===== src/rtl/comp_pkg.sv =====
// Shared types for the sequential magnitude comparator: FSM states and the
// three-way compare result.
package comp_pkg;

    typedef enum logic {
        IDLE = 1'b0,
        CMP  = 1'b1
    } state_t;

    typedef enum logic [1:0] {
        EQ = 2'b00,
        GT = 2'b01,
        LT = 2'b10
    } cmp_result_t;

    function automatic cmp_result_t to_result(input logic gt, input logic lt);
        return gt ? GT : (lt ? LT : EQ);
    endfunction

endpackage


===== src/rtl/comp_chunk.sv =====
// Combinational CHUNK-bit unsigned slice comparator; the generalised form of
// the old 2-bit comparator.
module comp_chunk #(
    parameter int CHUNK = 4
) (
    input  logic [CHUNK-1:0] a_i,
    input  logic [CHUNK-1:0] b_i,
    output logic             gt_o,
    output logic             lt_o,
    output logic             eq_o
);

    assign gt_o = (a_i > b_i);
    assign lt_o = (a_i < b_i);
    assign eq_o = (a_i == b_i);

endmodule


===== src/rtl/comp_nbit_seq.sv =====
// Multi-cycle WIDTH-bit magnitude comparator, CHUNK bits per cycle MSB-first.
// Define COMP_CONST_LATENCY_EN to always step every slice (data-independent latency).
module comp_nbit_seq
    import comp_pkg::*;
#(
    parameter int WIDTH = 16,
    parameter int CHUNK = 4
) (
    input  logic             clk,
    input  logic             rst_n,
    input  logic             start,
    input  logic             signed_mode,
    input  logic [WIDTH-1:0] P,
    input  logic [WIDTH-1:0] Q,
    output logic             busy,
    output logic             done,
    output logic             G2,
    output logic             L2,
    output logic             E2
);

    localparam int NUM_CHUNKS = WIDTH / CHUNK;
    localparam int IDX_W      = (NUM_CHUNKS > 1) ? $clog2(NUM_CHUNKS) : 1;
    localparam logic [IDX_W-1:0] LAST_IDX = IDX_W'(NUM_CHUNKS - 1);
    localparam logic [WIDTH-1:0] MSB_MASK = {1'b1, {(WIDTH-1){1'b0}}};

    state_t           state_q;
    logic [WIDTH-1:0] p_q, q_q;
    logic [IDX_W-1:0] idx_q;
    cmp_result_t      res_q, res_d, slice_res;
    logic             last_d;
    logic             done_q, g_q, l_q, e_q;
    logic             slice_gt, slice_lt, slice_eq;

    comp_chunk #(.CHUNK(CHUNK)) u_chunk (
        .a_i  (p_q[WIDTH-1 -: CHUNK]),
        .b_i  (q_q[WIDTH-1 -: CHUNK]),
        .gt_o (slice_gt),
        .lt_o (slice_lt),
        .eq_o (slice_eq)
    );

    // res_q remembers the first unequal slice; later slices cannot override it.
    always_comb begin
        slice_res = to_result(slice_gt, slice_lt);
        res_d     = (res_q != EQ || slice_eq) ? res_q : slice_res;
`ifdef COMP_CONST_LATENCY_EN
        last_d    = (idx_q == LAST_IDX);
`else
        last_d    = (idx_q == LAST_IDX) || !slice_eq;
`endif
    end

    always_ff @(posedge clk or negedge rst_n) begin
        if (!rst_n) begin
            state_q <= IDLE;
            p_q     <= '0;
            q_q     <= '0;
            idx_q   <= '0;
            res_q   <= EQ;
            done_q  <= 1'b0;
            g_q     <= 1'b0;
            l_q     <= 1'b0;
            e_q     <= 1'b0;
        end else begin
            done_q <= 1'b0;
            case (state_q)
                IDLE: begin
                    if (start) begin
                        // Flipping both sign bits maps signed order onto unsigned order.
                        p_q     <= signed_mode ? (P ^ MSB_MASK) : P;
                        q_q     <= signed_mode ? (Q ^ MSB_MASK) : Q;
                        idx_q   <= '0;
                        res_q   <= EQ;
                        g_q     <= 1'b0;
                        l_q     <= 1'b0;
                        e_q     <= 1'b0;
                        state_q <= CMP;
                    end
                end
                CMP: begin
                    if (last_d) begin
                        g_q     <= (res_d == GT);
                        l_q     <= (res_d == LT);
                        e_q     <= (res_d == EQ);
                        done_q  <= 1'b1;
                        state_q <= IDLE;
                    end else begin
                        p_q   <= p_q << CHUNK;
                        q_q   <= q_q << CHUNK;
                        idx_q <= idx_q + IDX_W'(1);
                        res_q <= res_d;
                    end
                end
                default: state_q <= IDLE;
            endcase
        end
    end

    assign busy = (state_q == CMP);
    assign done = done_q;
    assign G2   = g_q;
    assign L2   = l_q;
    assign E2   = e_q;

endmodule


===== config.mk =====
export PLATFORM = sky130hd
export DESIGN_NAME = comp_nbit_seq
export DESIGN_NICKNAME = d
export VERILOG_FILES = /design/src/rtl/comp_pkg.sv /design/src/rtl/comp_chunk.sv /design/src/rtl/comp_nbit_seq.sv
export SDC_FILE = /design/constraint.sdc
export NUM_CORES = 1
export LEC_CHECK = 0
export ABC_AREA = 1
export CORE_MARGIN = 2
export CORE_UTILIZATION = 36
export CTS_CLUSTER_SIZE = 14
export DETAILED_ROUTE_END_ITERATION = 10
export PLACE_DENSITY = 0.69
export SLEW_MARGIN = 0
export SYNTH_ARGS = -nofsm -noshare
export SYNTH_HDL_FRONTEND = slang
export SYNTH_HIERARCHICAL = 1
export SYNTH_SLANG_ARGS = --single-unit

===== constraint.sdc =====
create_clock -name clk -period 3.75 [get_ports clk]
set_clock_uncertainty 0.05 [all_clocks]
set_input_delay 0.75 -clock clk [delete_from_list [all_inputs] [get_ports clk]]
set_output_delay 0.75 -clock clk [all_outputs]
set_load 0.02 [all_outputs]

Word-level counts from Yosys, hierarchy flattened
Cells that the tools add are included.

word-level totals
  register bits after elaboration = 41
  latch bits = 0
  bits in writable memories = 0
  bits in read-only memories = 0
  input bits = 36
  output and inout bits = 5
  logic and storage cells = 57
  memories = 0

cells by class
  add/subtract/negate cells = 1
  multipliers = 0
  divide/modulo/power cells = 0
  order comparisons = 2
  equality and inequality tests = 7
  shift-type cells = 0
  mux-type cells = 28
  bitwise gates (word level) = 3
  reduce and logical (&&, ||, !) cells = 7

operator list
  operator             count
  $mux 16              6
  $pmux 16 s2          2
  $mux 2               6
  $mux 1               8
  $pmux 1 s2           4
  $pmux 2 s2           2
  $eq 2x2->1 const B   2
  $eq 4x4->1           1
  $gt 4x4->1           1
  $lt 4x4->1           1
  $ne 2x2->1 const B   2
  $reduce_and 2->1     2
  $not 1->1            3
  $add 2x1->2 const B  1
  $eq 2x1->1 const B   1
  $logic_not 2->1      1
  $logic_or 1x1->1     2
  $ne 2x1->1 const B   1
  $reduce_bool 2->1    1
  $logic_not 1->1      1

Logic depth before layout (Yosys ltp)
  word-level depth = 7
  depth in mapped cells = 13
  mapped depth without buffers = 13

By module
The synthesis kept the hierarchy.

modules (own cells, without submodules)
  module         instances  cells an instance  area an instance (sq um)  seq. area each (sq um)
  comp_nbit_seq  1          239                1920.6                    1026.0
  comp_chunk     1          20                 115.1                     0.0

Worst setup path after synthesis
No wires, ideal clock.

  path type = register -> register
  start = reg p_q[15]
  end = reg q_q[12]
  library setup time = 124 ps
  arrival time = 1631 ps
  data required time = 3576 ps
  setup slack = 1945 ps
  stages on the path, launching flop included = 10
  path buffers = 1
  period minus slack after synthesis = 1805 ps
  path through = dfrtp_1 ha_1 nand2_1 nor2_1 nand3_2 nand2_4 inv_2 buf_4 nand2_1 nand2_1

on the way
  longest elaborated chain between the ends = 5

RTL lines
  item                        line                 RTL
  start, declared             comp_nbit_seq.sv:28  logic [WIDTH-1:0] p_q, q_q;
  start signal, assigned      comp_nbit_seq.sv:71  p_q <= signed_mode ? (P ^ MSB_MASK) : P;
  start signal, assigned      comp_nbit_seq.sv:89  p_q <= p_q << CHUNK;
  $eq 4x4->1                  comp_chunk.sv:15     assign eq_o = (a_i == b_i);
  net slice_eq                comp_nbit_seq.sv:33  logic slice_gt, slice_lt, slice_eq;
  $logic_not 1->1             comp_nbit_seq.sv:50  last_d = (idx_q == LAST_IDX) || !slice_eq;
  $logic_or 1x1->1            comp_nbit_seq.sv:50
  $ne 2x2->1 (no line)        --
  $reduce_and 2->1 (no line)  --
  end signal, assigned        comp_nbit_seq.sv:72  q_q <= signed_mode ? (Q ^ MSB_MASK) : Q;
  end signal, assigned        comp_nbit_seq.sv:90  q_q <= q_q << CHUNK;
  end, declared               comp_nbit_seq.sv:28

The timed path passes the listed nets, and every way through them passes these cells.
A chain may end at the register's enable or synchronous reset.

Final worst setup path
  start = reg p_q[15]
  end = reg idx_q[0]

on the way
  longest elaborated chain between the ends = 5

RTL lines
  item                        line                 RTL
  $eq 4x4->1                  comp_chunk.sv:15
  net slice_eq                comp_nbit_seq.sv:33
  $logic_not 1->1             comp_nbit_seq.sv:50
  $logic_or 1x1->1            comp_nbit_seq.sv:50
  $ne 2x2->1 (no line)        --
  $reduce_and 2->1 (no line)  --
  end signal, assigned        comp_nbit_seq.sv:91  idx_q <= idx_q + IDX_W'(1);
  end, declared               comp_nbit_seq.sv:29  logic [IDX_W-1:0] idx_q;

The timed path passes the listed nets, and every way through them passes these cells.

==> results.tsv <==
stage	metric	value	unit
drt	routed length per placed instance	11.0	um
sta	setup_tns	0	ns
place	placed insts	361	
sta	final hold vios	0	
sta	Relative slew margins	39.4	%
power_and_ir_drop	Cell Pwr Density	712	nW/um^2
cts	CTS Buf Count	5	
synth	Mapped Area	2040	um^2
power_and_ir_drop	Clock power frac	15.1	%
setup_path	Crit Path Class	reg2reg	
cts	root buffer cell	clkbuf_8	
global_route	initial antenna violation count	0	
sta	hold slack	0.425	ns
drt	Final ANT Viol Nets	0	
power_and_ir_drop	Internal	1.06	mW
drt	routed vias/inst	4.52	
cts	Clock Sinks	41	
drt	DRC violations left	0	
synth	share of the synthesized area in the top cell type	50.4	%
hold_path	Hold Path Class	reg2reg	
cells_and_area	layout cell share with drive strength beyond 1	4.75	%
floorplanning	Core Rows	27	
drt	Iteration-0 DRC Markers	54	
synth	Yosys top cell by area	dfrtp_1	
sta	Final Slew Violations	0	
power_and_ir_drop	peak supply drop	0.000304	V
cts	cts hold-fix bufs	0	
floorplanning	Initial Util	37.2	%
cells_and_area	Syn-to-layout area delta	24.5	%
sta	RSZ-0062 raised after global routing	false	
floorplanning	Die X-Extent	79.2	um
cts	Max Root-Sink Buffers	2	
global_route	GRT Util Overall	14.5	%
floorplanning	total core area	5470	um^2
synth	ranking of synthesized cells by area	dfrtp_1 50%, nand2_1 19%, inv_1 6.5%, o21ai_1 4.9%, o211ai_1 3.7%	
power_and_ir_drop	Flop pwr share	38.9	%
cells_and_area	number of diodes	0	
global_route	GR Overflow Total	0	
cts	worst skew pair latency	0.29	ns
drt	Detailed Route WL	4.04	mm
drt	vias	1659	
floorplanning	die height	79.2	um
power_and_ir_drop	Psw	739	uW
synth	Seq cells post-synth	41	
sta	final worst slack	1.46	ns
status	status	complete, no violations	
power_and_ir_drop	Comb pwr share	46.0	%
synth	Post-Synthesis Cells	259	
power_and_ir_drop	switching share of power	41.0	%
cts	H-tree depth	2	
synth	Avg Cell Area, Syn	7.86	um^2
cells_and_area	NumNets Final	337	
cells_and_area	Final Util	46.3	%
synth	post-synthesis sequential area ratio	50.4	%
setup_path	Worst EP required	3.88	ns
place	Post-DP HPWL	2.83	mm
global_route	largest net degree at the start of global routing	46	
setup_path	Crit. End Element	register	
setup_path	Arr. time, crit path	2.42	ns
run	MaxCap Viol Count	0	
sta	Period Utilization, post-route	61.1	%
global_route	vias in the first global route	1510	
setup_path	critical path fanouts, max	45	
floorplanning	total die area	6270	um^2
cells_and_area	fill cell count	565	
cts	# resized after CTS	0	
drt	first-pass iteration count of the detailed router	4	
place	Port Buf Inserts	40	
synth	Synth Net Count	300	
sta	post-layout minimum cycle time	2.29	ns
cts	CTS tree	yes	
synth	Ys Warns	6	
power_and_ir_drop	leakage	1.27	nW
global_route	global-route wire length before repair	7.02	mm
synth	Cell variety after synth	20	
sta	Setup Viol. Count Final	0	
setup_path	startpoint types	register	
place	placer's final routability congestion estimate	0.769	
place	worst slack at placement	1.45	ns
floorplanning	# IOs	41	
sta	Worst Max-Slew Pin Slew	0.909	ns
cts	Reg clk slew, reported paths	0.08	ns
sta	fmax	437	MHz
cts	Post CTS Setup Buffer Count	0	
cells_and_area	final non-filler cell total	367	
[worst max-delay path, stage by stage (launching register included)]
cell and delay (ns):
dfrtp_1 0.39, ha_1 0.30, nand2_1 0.07, nor2_1 0.41, nand3_2 0.17, nand2_4 0.38
inv_2 0.24, nand2_1 0.09, o21ai_0 0.08
[layout make-up]
| cell class | instances | area [um^2] | share of cell area, % |
|---|---|---|---|
| Timing Repair Buffer | 41 | 403 | 15.9 |
| Clock inverter | 1 | 5.00 | 0.198 |
| Inverter | 37 | 139 | 5.48 |
| Sequential cell | 41 | 1030 | 40.5 |
| Tap cell | 72 | 90.1 | 3.56 |
| Clock buffer | 5 | 68.8 | 2.72 |
| Multi-Input combinational cell | 170 | 802 | 31.7 |
[metrics by stage]
| step | power, mW | cell area, um^2 |
|---|---|---|
| floorplan | 1.35 | 2040 |
| global placement | 1.51 | 2460 |
| detailed placement | 1.54 | 2460 |
| CTS | 1.82 | 2530 |
| global route | 2.00 | 2530 |
| finish | 1.80 | 2530 |
[flip-flops by register name (all words and copies together) (netlist names)]
| name | cells |
|---|---|
| E2 | 1 |
| idx_q | 2 |
| G2 | 1 |
| q_q | 16 |
| done | 1 |
| res_q | 2 |
| p_q | 16 |
| L2 | 1 |
| busy | 1 |
[power groups by stage]
stage / Sequential [mW] / Clock (mW) / Combinational, mW
3_5_place_dp: 0.710 / 0 / 0.835
4_1_cts: 0.702 / 0.277 / 0.838
5_1_grt: 0.724 / 0.296 / 0.977
3_3_place_gp: 0.708 / 0 / 0.807
2_1_floorplan: 0.718 / 0 / 0.630
6_report: 0.702 / 0.272 / 0.829
[cells in the mapped netlist (all sizes together)]
cell type	instances
nand3	9
nor2	7
ha	5
inv	37
nand2	104
dfrtp	41
buf	7
clkbuf	4
o211ai	10
and2	1
o21ai	30
a21oi	4
[layer usage]
| layer | vias to the layer above | GRT usage [%] | share of wire (%) |
|---|---|---|---|
| li1 | 877 | - | - |
| met4 | 0 | 5.69 | 1.7 |
| met3 | 6 | 3.41 | 3.3 |
| met1 | 749 | 19.1 | 49 |
| met5 | - | 0 | 0 |
| met2 | 27 | 23.0 | 46 |
[logic make-up (layout without fill, tap and decap cells)]
| group | after synthesis | in the layout | share of synthesized area (%) |
|---|---|---|---|
| adder cells (fa/ha/maj) | 5 | 5 | 3.07 |
| buffers and inverters | 48 | 84 | 10.2 |
| AO/OA/AOI/OAI | 44 | 44 | 12.6 |
| flip-flops | 41 | 41 | 50.4 |
| AND/OR/NAND/NOR | 121 | 121 | 23.7 |
[placed cells by master (no fill, tap or decap), drive strengths merged]
master	instances
and2	1
buf	2
clkbuf	5
o21ai	30
inv	37
ha	5
a21oi	4
dfrtp	41
clkdlybuf4s50	39
nand2	104
o211ai	10
nand3	9
clkinv	1
nor2	7
[final timing paths]
| path | startpoint | end | slack (ns) | depth (start not counted) |
|---|---|---|---|---|
| max | p_q[15] | idx_q[0] | 1.46 | 8 |
| min | p_q[3] | p_q[3] | 0.42 | 2 |
| max reg2reg | p_q[15] | idx_q[0] | 1.46 | 8 |
| min reg2reg | p_q[3] | p_q[3] | 0.42 | 2 |
| max in group asynchronous | rst_n | q_q[10] | 2.55 | 1 |
| min in group asynchronous | rst_n | p_q[5] | 0.53 | 1 |
(Power assumes the default switching activity.)
